**config.mk**
```make
export PLATFORM = sky130hd
export DESIGN_NAME = id_ex_decode_flat
export DESIGN_NICKNAME = d
export VERILOG_FILES = /design/src/rtl/id_ex_decode_if.sv /design/src/rtl/id_ex_decode.sv /design/src/flat_wrapper.sv
export SDC_FILE = /design/constraint.sdc
export NUM_CORES = 1
export LEC_CHECK = 0
export ABC_AREA = 1
export CORE_UTILIZATION = 25
export DETAILED_ROUTE_END_ITERATION = 10
export GPL_TIMING_DRIVEN = 0
export PLACE_DENSITY = 0.52
export SYNTH_ARGS = -nofsm -noshare
export SYNTH_HDL_FRONTEND = slang
export SYNTH_SLANG_ARGS = --single-unit
```
**constraint.sdc**
```tcl
create_clock -name clk -period 2 [get_ports clk]
set_clock_uncertainty 0.1 [all_clocks]
set_input_delay 0.2 -clock clk [delete_from_list [all_inputs] [get_ports clk]]
set_output_delay 0.2 -clock clk [all_outputs]
set_load 0.01 [all_outputs]
```
**src/rtl/id_ex_decode_if.sv**
```systemverilog
// ID/EX pipeline register contents as seen by the execute stage.
// The decode stage drives it (master); the ALU/EX side reads it (slave).
interface id_ex_decode_if;
    logic        ex_valid;
    logic [2:0]  ALUOP;
    logic        Asrc;
    logic        Bsrc;
    logic        sra;
    logic        shdir;
    logic        sub;
    logic        jalr;
    logic [31:0] imm;
    logic [31:0] pc_out;
    logic [4:0]  rs1;
    logic [4:0]  rs2;
    logic [4:0]  rd;
    logic        reg_write;
    logic        mem_rd;
    logic        mem_wr;
    logic        branch;
    logic        jal;
    logic        illegal;
    logic [2:0]  funct3;

    modport master (
        output ex_valid, ALUOP, Asrc, Bsrc, sra, shdir, sub, jalr,
        output imm, pc_out, rs1, rs2, rd,
        output reg_write, mem_rd, mem_wr, branch, jal, illegal, funct3
    );

    modport slave (
        input ex_valid, ALUOP, Asrc, Bsrc, sra, shdir, sub, jalr,
        input imm, pc_out, rs1, rs2, rd,
        input reg_write, mem_rd, mem_wr, branch, jal, illegal, funct3
    );
endinterface

```
**src/rtl/id_ex_decode.sv**
```systemverilog
// RV32I decode stage: builds the ALU control word and immediate, registers them
// into ID/EX, and inserts a single bubble on a load-use hazard.
module id_ex_decode (
    input  logic        clk,
    input  logic        rst_n,
    input  logic        instr_valid,
    input  logic [31:0] instr,
    input  logic [31:0] pc_in,
    input  logic        stall,
    input  logic        flush,
    output logic        hazard_stall,
    id_ex_decode_if.master ex
);

    localparam logic [6:0] OPC_OP     = 7'b0110011;
    localparam logic [6:0] OPC_OPIMM  = 7'b0010011;
    localparam logic [6:0] OPC_LUI    = 7'b0110111;
    localparam logic [6:0] OPC_AUIPC  = 7'b0010111;
    localparam logic [6:0] OPC_JAL    = 7'b1101111;
    localparam logic [6:0] OPC_JALR   = 7'b1100111;
    localparam logic [6:0] OPC_BRANCH = 7'b1100011;
    localparam logic [6:0] OPC_LOAD   = 7'b0000011;
    localparam logic [6:0] OPC_STORE  = 7'b0100011;
    localparam logic [6:0] F7_ZERO    = 7'b0000000;
    localparam logic [6:0] F7_ALT     = 7'b0100000;

    typedef struct packed {
        logic [2:0] aluop;
        logic       asrc;
        logic       bsrc;
        logic       sra;
        logic       shdir;
        logic       sub;
        logic       jalr;
        logic       reg_write;
        logic       mem_rd;
        logic       mem_wr;
        logic       branch;
        logic       jal;
        logic       illegal;
    } ctrl_t;

    function automatic logic signed [31:0] imm_i(input logic [11:0] f);
        return $signed({{20{f[11]}}, f});
    endfunction

    function automatic logic signed [31:0] imm_s(input logic [6:0] hi, input logic [4:0] lo);
        return $signed({{20{hi[6]}}, hi, lo});
    endfunction

    function automatic logic signed [31:0] imm_b(input logic s, input logic b11,
                                                 input logic [5:0] mid, input logic [3:0] lo);
        return $signed({{20{s}}, b11, mid, lo, 1'b0});
    endfunction

    function automatic logic signed [31:0] imm_u(input logic [19:0] f);
        return $signed({f, 12'h000});
    endfunction

    function automatic logic signed [31:0] imm_j(input logic s, input logic [7:0] hi,
                                                 input logic b11, input logic [9:0] lo);
        return $signed({{12{s}}, hi, b11, lo, 1'b0});
    endfunction

    logic [6:0]         w_opc_p0;
    logic [2:0]         w_f3_p0;
    logic [6:0]         w_f7_p0;
    logic [4:0]         w_rd_p0;
    logic [4:0]         w_rs1_p0;
    logic [4:0]         w_rs2_p0;
    logic [4:0]         w_rs1_sel_p0;
    logic               w_uses_rs1_p0;
    logic               w_uses_rs2_p0;
    ctrl_t              w_ctrl_p0;
    logic signed [31:0] w_imm_p0;
    logic               w_hazard_p0;

    ctrl_t              r_ctrl_p1;
    logic               r_vld_p1;
    logic signed [31:0] r_imm_p1;
    logic [31:0]        r_pc_p1;
    logic [4:0]         r_rs1_p1;
    logic [4:0]         r_rs2_p1;
    logic [4:0]         r_rd_p1;
    logic [2:0]         r_f3_p1;

    assign w_opc_p0 = instr[6:0];
    assign w_rd_p0  = instr[11:7];
    assign w_f3_p0  = instr[14:12];
    assign w_rs1_p0 = instr[19:15];
    assign w_rs2_p0 = instr[24:20];
    assign w_f7_p0  = instr[31:25];

    // ---- stage p0: combinational decode ----
    always_comb begin
        w_ctrl_p0     = '0;
        w_imm_p0      = '0;
        w_rs1_sel_p0  = w_rs1_p0;
        w_uses_rs1_p0 = 1'b1;
        w_uses_rs2_p0 = 1'b0;
        case (w_opc_p0)
            OPC_OP: begin
                w_ctrl_p0.aluop     = w_f3_p0;
                w_ctrl_p0.reg_write = 1'b1;
                w_ctrl_p0.sub       = instr[30] && (w_f3_p0 == 3'b000);
                w_ctrl_p0.sra       = instr[30] && (w_f3_p0 == 3'b101);
                w_ctrl_p0.shdir     = (w_f3_p0 == 3'b001);
                w_ctrl_p0.illegal   = !((w_f7_p0 == F7_ZERO) ||
                                        ((w_f7_p0 == F7_ALT) &&
                                         ((w_f3_p0 == 3'b000) || (w_f3_p0 == 3'b101))));
                w_uses_rs2_p0       = 1'b1;
            end
            OPC_OPIMM: begin
                w_ctrl_p0.aluop     = w_f3_p0;
                w_ctrl_p0.bsrc      = 1'b1;
                w_ctrl_p0.reg_write = 1'b1;
                w_ctrl_p0.shdir     = (w_f3_p0 == 3'b001);
                w_ctrl_p0.sra       = instr[30] && (w_f3_p0 == 3'b101);
                // Shifts carry only the shift amount; the upper field is a qualifier.
                if ((w_f3_p0 == 3'b001) || (w_f3_p0 == 3'b101)) begin
                    w_imm_p0          = $signed({27'd0, w_rs2_p0});
                    w_ctrl_p0.illegal = !((w_f7_p0 == F7_ZERO) ||
                                          ((w_f3_p0 == 3'b101) && (w_f7_p0 == F7_ALT)));
                end else begin
                    w_imm_p0 = imm_i(instr[31:20]);
                end
            end
            OPC_LUI: begin
                w_ctrl_p0.bsrc      = 1'b1;
                w_ctrl_p0.reg_write = 1'b1;
                w_imm_p0            = imm_u(instr[31:12]);
                w_rs1_sel_p0        = 5'd0;
                w_uses_rs1_p0       = 1'b0;
            end
            OPC_AUIPC: begin
                w_ctrl_p0.asrc      = 1'b1;
                w_ctrl_p0.bsrc      = 1'b1;
                w_ctrl_p0.reg_write = 1'b1;
                w_imm_p0            = imm_u(instr[31:12]);
                w_uses_rs1_p0       = 1'b0;
            end
            OPC_JAL: begin
                w_ctrl_p0.asrc      = 1'b1;
                w_ctrl_p0.bsrc      = 1'b1;
                w_ctrl_p0.jal       = 1'b1;
                w_ctrl_p0.reg_write = 1'b1;
                w_imm_p0            = imm_j(instr[31], instr[19:12], instr[20], instr[30:21]);
                w_uses_rs1_p0       = 1'b0;
            end
            OPC_JALR: begin
                w_ctrl_p0.jalr      = 1'b1;
                w_ctrl_p0.asrc      = 1'b1;
                w_ctrl_p0.bsrc      = 1'b1;
                w_ctrl_p0.reg_write = 1'b1;
                w_ctrl_p0.illegal   = (w_f3_p0 != 3'b000);
                w_imm_p0            = imm_i(instr[31:20]);
            end
            OPC_BRANCH: begin
                w_ctrl_p0.sub     = 1'b1;
                w_ctrl_p0.branch  = 1'b1;
                w_ctrl_p0.illegal = (w_f3_p0 == 3'b010) || (w_f3_p0 == 3'b011);
                w_imm_p0          = imm_b(instr[31], instr[7], instr[30:25], instr[11:8]);
                w_uses_rs2_p0     = 1'b1;
            end
            OPC_LOAD: begin
                w_ctrl_p0.bsrc      = 1'b1;
                w_ctrl_p0.mem_rd    = 1'b1;
                w_ctrl_p0.reg_write = 1'b1;
                w_imm_p0            = imm_i(instr[31:20]);
            end
            OPC_STORE: begin
                w_ctrl_p0.bsrc   = 1'b1;
                w_ctrl_p0.mem_wr = 1'b1;
                w_imm_p0         = imm_s(instr[31:25], instr[11:7]);
                w_uses_rs2_p0    = 1'b1;
            end
            default: begin
                w_ctrl_p0.illegal = 1'b1;
            end
        endcase
        // An illegal instruction travels down the pipe but must have no side effects.
        if (w_ctrl_p0.illegal) begin
            w_ctrl_p0.reg_write = 1'b0;
            w_ctrl_p0.mem_rd    = 1'b0;
            w_ctrl_p0.mem_wr    = 1'b0;
            w_ctrl_p0.branch    = 1'b0;
            w_ctrl_p0.jal       = 1'b0;
            w_ctrl_p0.jalr      = 1'b0;
        end
        if (w_rd_p0 == 5'd0) begin
            w_ctrl_p0.reg_write = 1'b0;
        end
    end

    // Load in EX whose destination is a source of the instruction now in decode.
    assign w_hazard_p0 = r_vld_p1 && r_ctrl_p1.mem_rd && (r_rd_p1 != 5'd0) && instr_valid &&
                         ((w_uses_rs1_p0 && (w_rs1_p0 == r_rd_p1)) ||
                          (w_uses_rs2_p0 && (w_rs2_p0 == r_rd_p1)));
    assign hazard_stall = w_hazard_p0 && !flush && !stall;

    // ---- stage p1: ID/EX register ----
    always_ff @(posedge clk) begin
        if (!rst_n) begin
            r_vld_p1  <= 1'b0;
            r_ctrl_p1 <= '0;
        end else if (flush) begin
            r_vld_p1  <= 1'b0;
            r_ctrl_p1 <= '0;
        end else if (!stall) begin
            if (w_hazard_p0) begin
                r_vld_p1  <= 1'b0;
                r_ctrl_p1 <= '0;
            end else begin
                r_vld_p1  <= instr_valid;
                r_ctrl_p1 <= w_ctrl_p0;
            end
        end
    end

    // Operand fields are don't-care whenever ex_valid is low, so they only need to hold on stall.
    always_ff @(posedge clk) begin
        if (!rst_n) begin
            r_imm_p1 <= '0;
            r_pc_p1  <= '0;
            r_rs1_p1 <= '0;
            r_rs2_p1 <= '0;
            r_rd_p1  <= '0;
            r_f3_p1  <= '0;
        end else if (flush || !stall) begin
            r_imm_p1 <= w_imm_p0;
            r_pc_p1  <= pc_in;
            r_rs1_p1 <= w_rs1_sel_p0;
            r_rs2_p1 <= w_rs2_p0;
            r_rd_p1  <= w_rd_p0;
            r_f3_p1  <= w_f3_p0;
        end
    end

    assign ex.ex_valid  = r_vld_p1;
    assign ex.ALUOP     = r_ctrl_p1.aluop;
    assign ex.Asrc      = r_ctrl_p1.asrc;
    assign ex.Bsrc      = r_ctrl_p1.bsrc;
    assign ex.sra       = r_ctrl_p1.sra;
    assign ex.shdir     = r_ctrl_p1.shdir;
    assign ex.sub       = r_ctrl_p1.sub;
    assign ex.jalr      = r_ctrl_p1.jalr;
    assign ex.reg_write = r_ctrl_p1.reg_write;
    assign ex.mem_rd    = r_ctrl_p1.mem_rd;
    assign ex.mem_wr    = r_ctrl_p1.mem_wr;
    assign ex.branch    = r_ctrl_p1.branch;
    assign ex.jal       = r_ctrl_p1.jal;
    assign ex.illegal   = r_ctrl_p1.illegal;
    assign ex.imm       = r_imm_p1;
    assign ex.pc_out    = r_pc_p1;
    assign ex.rs1       = r_rs1_p1;
    assign ex.rs2       = r_rs2_p1;
    assign ex.rd        = r_rd_p1;
    assign ex.funct3    = r_f3_p1;

endmodule

```
**src/flat_wrapper.sv**
```systemverilog
// flat-port wrapper written by rule: the top's interface ports become plain ports
module id_ex_decode_flat 
  (clk, rst_n, instr_valid, instr, pc_in, stall, flush, hazard_stall, ex_ex_valid, ex_ALUOP, ex_Asrc, ex_Bsrc, ex_sra, ex_shdir, ex_sub, ex_jalr, ex_imm, ex_pc_out, ex_rs1, ex_rs2, ex_rd, ex_reg_write, ex_mem_rd, ex_mem_wr, ex_branch, ex_jal, ex_illegal, ex_funct3);
  id_ex_decode_if ex_i ();
  input  logic clk;
  input  logic rst_n;
  input  logic instr_valid;
  input  logic [31:0] instr;
  input  logic [31:0] pc_in;
  input  logic stall;
  input  logic flush;
  output logic hazard_stall;
  output wire logic [$bits(ex_i.ex_valid)-1:0] ex_ex_valid;
  output wire logic [$bits(ex_i.ALUOP)-1:0] ex_ALUOP;
  output wire logic [$bits(ex_i.Asrc)-1:0] ex_Asrc;
  output wire logic [$bits(ex_i.Bsrc)-1:0] ex_Bsrc;
  output wire logic [$bits(ex_i.sra)-1:0] ex_sra;
  output wire logic [$bits(ex_i.shdir)-1:0] ex_shdir;
  output wire logic [$bits(ex_i.sub)-1:0] ex_sub;
  output wire logic [$bits(ex_i.jalr)-1:0] ex_jalr;
  output wire logic [$bits(ex_i.imm)-1:0] ex_imm;
  output wire logic [$bits(ex_i.pc_out)-1:0] ex_pc_out;
  output wire logic [$bits(ex_i.rs1)-1:0] ex_rs1;
  output wire logic [$bits(ex_i.rs2)-1:0] ex_rs2;
  output wire logic [$bits(ex_i.rd)-1:0] ex_rd;
  output wire logic [$bits(ex_i.reg_write)-1:0] ex_reg_write;
  output wire logic [$bits(ex_i.mem_rd)-1:0] ex_mem_rd;
  output wire logic [$bits(ex_i.mem_wr)-1:0] ex_mem_wr;
  output wire logic [$bits(ex_i.branch)-1:0] ex_branch;
  output wire logic [$bits(ex_i.jal)-1:0] ex_jal;
  output wire logic [$bits(ex_i.illegal)-1:0] ex_illegal;
  output wire logic [$bits(ex_i.funct3)-1:0] ex_funct3;
  assign ex_ex_valid = ex_i.ex_valid;
  assign ex_ALUOP = ex_i.ALUOP;
  assign ex_Asrc = ex_i.Asrc;
  assign ex_Bsrc = ex_i.Bsrc;
  assign ex_sra = ex_i.sra;
  assign ex_shdir = ex_i.shdir;
  assign ex_sub = ex_i.sub;
  assign ex_jalr = ex_i.jalr;
  assign ex_imm = ex_i.imm;
  assign ex_pc_out = ex_i.pc_out;
  assign ex_rs1 = ex_i.rs1;
  assign ex_rs2 = ex_i.rs2;
  assign ex_rd = ex_i.rd;
  assign ex_reg_write = ex_i.reg_write;
  assign ex_mem_rd = ex_i.mem_rd;
  assign ex_mem_wr = ex_i.mem_wr;
  assign ex_branch = ex_i.branch;
  assign ex_jal = ex_i.jal;
  assign ex_illegal = ex_i.illegal;
  assign ex_funct3 = ex_i.funct3;
  id_ex_decode u_core (.clk(clk), .rst_n(rst_n), .instr_valid(instr_valid), .instr(instr), .pc_in(pc_in), .stall(stall), .flush(flush), .hazard_stall(hazard_stall), .ex(ex_i));
endmodule
```
==> results.json, run 1 <==
{
  "use_met1_pct": 23.7,
  "syn_area_per_cell_sq_um": 7.03,
  "relSlewSlack_pct": 63.2,
  "power_mw": 4.56,
  "p_sw_mw": 1.17,
  "h-tree-depth": 3,
  "dpl.cell_count": 1003,
  "io-pin-count": 168,
  "routedWlPerCell_microns": 15.2,
  "first_pass_iters": 4,
  "fin_setup_tns_ps": 0,
  "ys_types": 31,
  "cts_max_path_buffers": 2,
  "setup_slack_ps": 15.5,
  "internal-power_mw": 3.39,
  "synth_edf_count": 0,
  "start_util_pct": 25.8,
  "final_nets": 876,
  "cts_tree": "done",
  "seqPwrFrac_pct": 45.7,
  "vias": 4635,
  "place.detailed.hpwl_microns": 12000,
  "clock_sinks": 98,
  "clock_latency_ps": 350,
  "fillCellCount": 1807,
  "multiInputGateArea_sq_mm": 0.00213,
  "clk_pin_slew_ps": 70,
  "max_freq_mhz": 504,
  "synth_fp_nets": 685,
  "cp_slowest_stage_delay_ps": 470,
  "use_met3_pct": 4.49,
  "final_util_pct": 40.2,
  "fp.dieH_microns": 134,
  "cp-end-kind": "output port",
  "cp_max_fo": 6,
  "n_antenna_cell": 0,
  "finalNonFillerCells": 1031,
  "grt_antenna_before_repair": 0,
  "hold_class": "primary input to flop",
  "clockRootBuffer": "clkbuf_16",
  "reg2reg_slack_ps": 350,
  "critical_path_class": "primary input to output port",
  "grt_use_met2_pct": 28.2,
  "slowest_stage": "clkdlybuf4s50_1",
  "swShare_pct": 25.7,
  "async_flop_share_pct": 0,
  "rsz0062_at_grt": "true",
  "syn_to_final_growth_pct": 55.8,
  "core-area_sq_mm": 0.0168,
  "drc": 0,
  "drt_wl_total_microns": 15700,
  "syn_area_sq_mm": 0.00433,
  "setup_violations": 0,
  "pre_cts_ws_ps": -752,
  "grt_pass1_vias": 4524,
  "period_minus_slack_ps": 1980,
  "gr-max-usage-layer": "met2",
  "worstMarginPinSlew_ps": 552,
  "gp_congestion": 0.863,
  "drive_gt1_share_pct": 9.62,
  "die_area_sq_mm": 0.0179,
  "cp.required_ps": 1700,
  "drt_iter0_markers": 233,
  "ys.flop_type": "dfxtp_1",
  "status": "finished, final reports clean",
  "drv_cap": 0,
  "ir_worst_vdd_uv": 417,
  "whs_ps": 118,
  "grt_pass1_wl_microns": 24300,
  "postRouteAntennaNets": 0,
  "post-route-period-util_pct": 99.2,
  "power_density_mw_per_mm2": 676,
  "grt-ovfl-total": 0,
  "power_frac_comb_pct": 15.5,
  "synth_cells": 616,
  "p_clk_share_pct": 38.8,
  "place_area_sq_mm": 0.00628,
  "crit_chain": "clkdlybuf4s50_1, nand2_2, nor2_4, o21ai_0, nor2_1, nand2_1, nand2_2, nand2_4, buf_8, nor3_4, buf_2",
  "drv_slew": 0,
  "synth-seq-cells": 98,
  "cts_buffers": 9,
  "die_w_microns": 134,
  "crit_top_cell": "nand2_2",
  "yosysSeqAreaShare_pct": 45.3,
  "seq_area_sq_mm": 0.00197,
  "final_area_sq_mm": 0.00675,
  "core.rowCount": 47,
  "leakage_nw": 2.75,
  "grt_max_degree": 16,
  "viasPerCell": 4.50,
  "final-hold-violation-count": 0,
  "io_buffers": 167,
  "critPathArrivalTime_ps": 1680,
  "critPathLaunchType": "primary input",
  "track_usage_pct": 17.8,
  "yosysWarningCount": 0,
  "ctsHoldBuffers": 0
}
==> flip-flops by register name, indices dropped and copies added (netlist names), 3 cells and up <==
signal and cells:
u_core.ex.pc_out 32, u_core.ex.funct3 3, u_core.ex.ALUOP 3, u_core.ex.rd 5, u_core.ex.rs2 5, u_core.ex.rs1 5
u_core.ex.imm 32
==> routing by layer <==
layer | vias up | wire, microns
met3 | 10 | 1080
met4 | 0 | 150
met1 | 2085 | 7470
li1 | 2390 | -
met5 | - | 0
met2 | 150 | 6980
==> layout make-up <==
cell class | instances | area share, %
Timing Repair Buffer | 181 | 26.3
Inverter | 35 | 2.08
Buffer | 35 | 2.32
Clock buffer | 11 | 3.60
Tap cell | 220 | 4.08
Multi-Input combinational cell | 447 | 31.6
Sequential cell | 98 | 29.3
Clock inverter | 4 | 0.779
==> Yosys cell counts (2+ instances only) <==
master / count / area, sq um
o22ai_1: 2 / 12.5
xor2_1: 3 / 26.3
nor2_2: 5 / 31.3
inv_2: 5 / 18.8
o21ai_0: 58 / 290
buf_2: 7 / 35.0
nand2_1: 138 / 518
xnor2_1: 5 / 43.8
nor3_1: 3 / 15.0
a21oi_1: 65 / 325
nand3_2: 3 / 30.0
dfxtp_1: 98 / 1960
or2_2: 3 / 18.8
o211ai_1: 4 / 30.0
nand2_2: 2 / 12.5
nor2_1: 97 / 364
inv_1: 30 / 113
nand4_1: 13 / 81.3
nand2_4: 3 / 33.8
clkbuf_1: 26 / 97.6
nand3_1: 36 / 180
==> worst max-delay path, delay by kind of cell <==
family | cells | cell delay, ps
and+or+nand+nor | 7 | 650
AOI/OAI and AO/OA | 1 | 90
buffers and inverters | 3 | 750
==> power by group through the flow <==
stage	sequential [mW]	combinational (mW)	clock (mW)
CTS	2.08	0.698	1.82
global placement	2.13	0.691	0
global route	2.09	0.776	1.91
floorplan	2.16	0.240	0
detailed placement	2.13	0.693	0
finish	2.08	0.708	1.77
==> cells by family after synthesis <==
logic type,share of synthesized area (%)
AOI/OAI and AO/OA,15.7
xor gates and xnor gates,1.62
buffers and inverters,6.62
DFF,45.3
and+or+nand+nor,30.7
==> layout by cell type, fill, tap and decap left out, types with 4 or more instances in the layout <==
cell and n:
dlymetal6s2s_1 4, nand2_1 137, nand3_1 36, clkbuf_16 9
a21oi_1 65, nor2_2 5, nor2_1 94, inv_2 6
dfxtp_1 93, o21ai_0 58, nor2_4 4, nand4_1 13
buf_4 15, inv_1 27, o211ai_1 4, clkdlybuf4s50_1 154
buf_2 8, dlygate4sd2_1 8, clkbuf_1 25
==> worst paths after layout <==
check,startpoint,end,cells after the start
worst max-delay path,instr[1],hazard_stall,11
worst min register to register,u_core.ex.imm[25],u_core.ex.imm[25],2
worst min-delay path,instr[18],u_core.ex.rs1[3],3
worst max register to register,u_core.ex.rd[1],u_core.ex.Asrc,11
==> timing repair <==
item | 4_1_cts | 5_1_grt
gates resized for setup | 23 | 18
buffers inserted | 5 | 9
pin swaps | 6 | 9
setup endpoints to repair | 76 | 21
Power figures use the tool's default switching activity.
==> inputs of run 2 (changes only) <==
- ABC_CLOCK_PERIOD_IN_PS: not set -> 2000
==> results of run 2 <==
No change in the layout: final DEF, timing and power equal those of run 1.
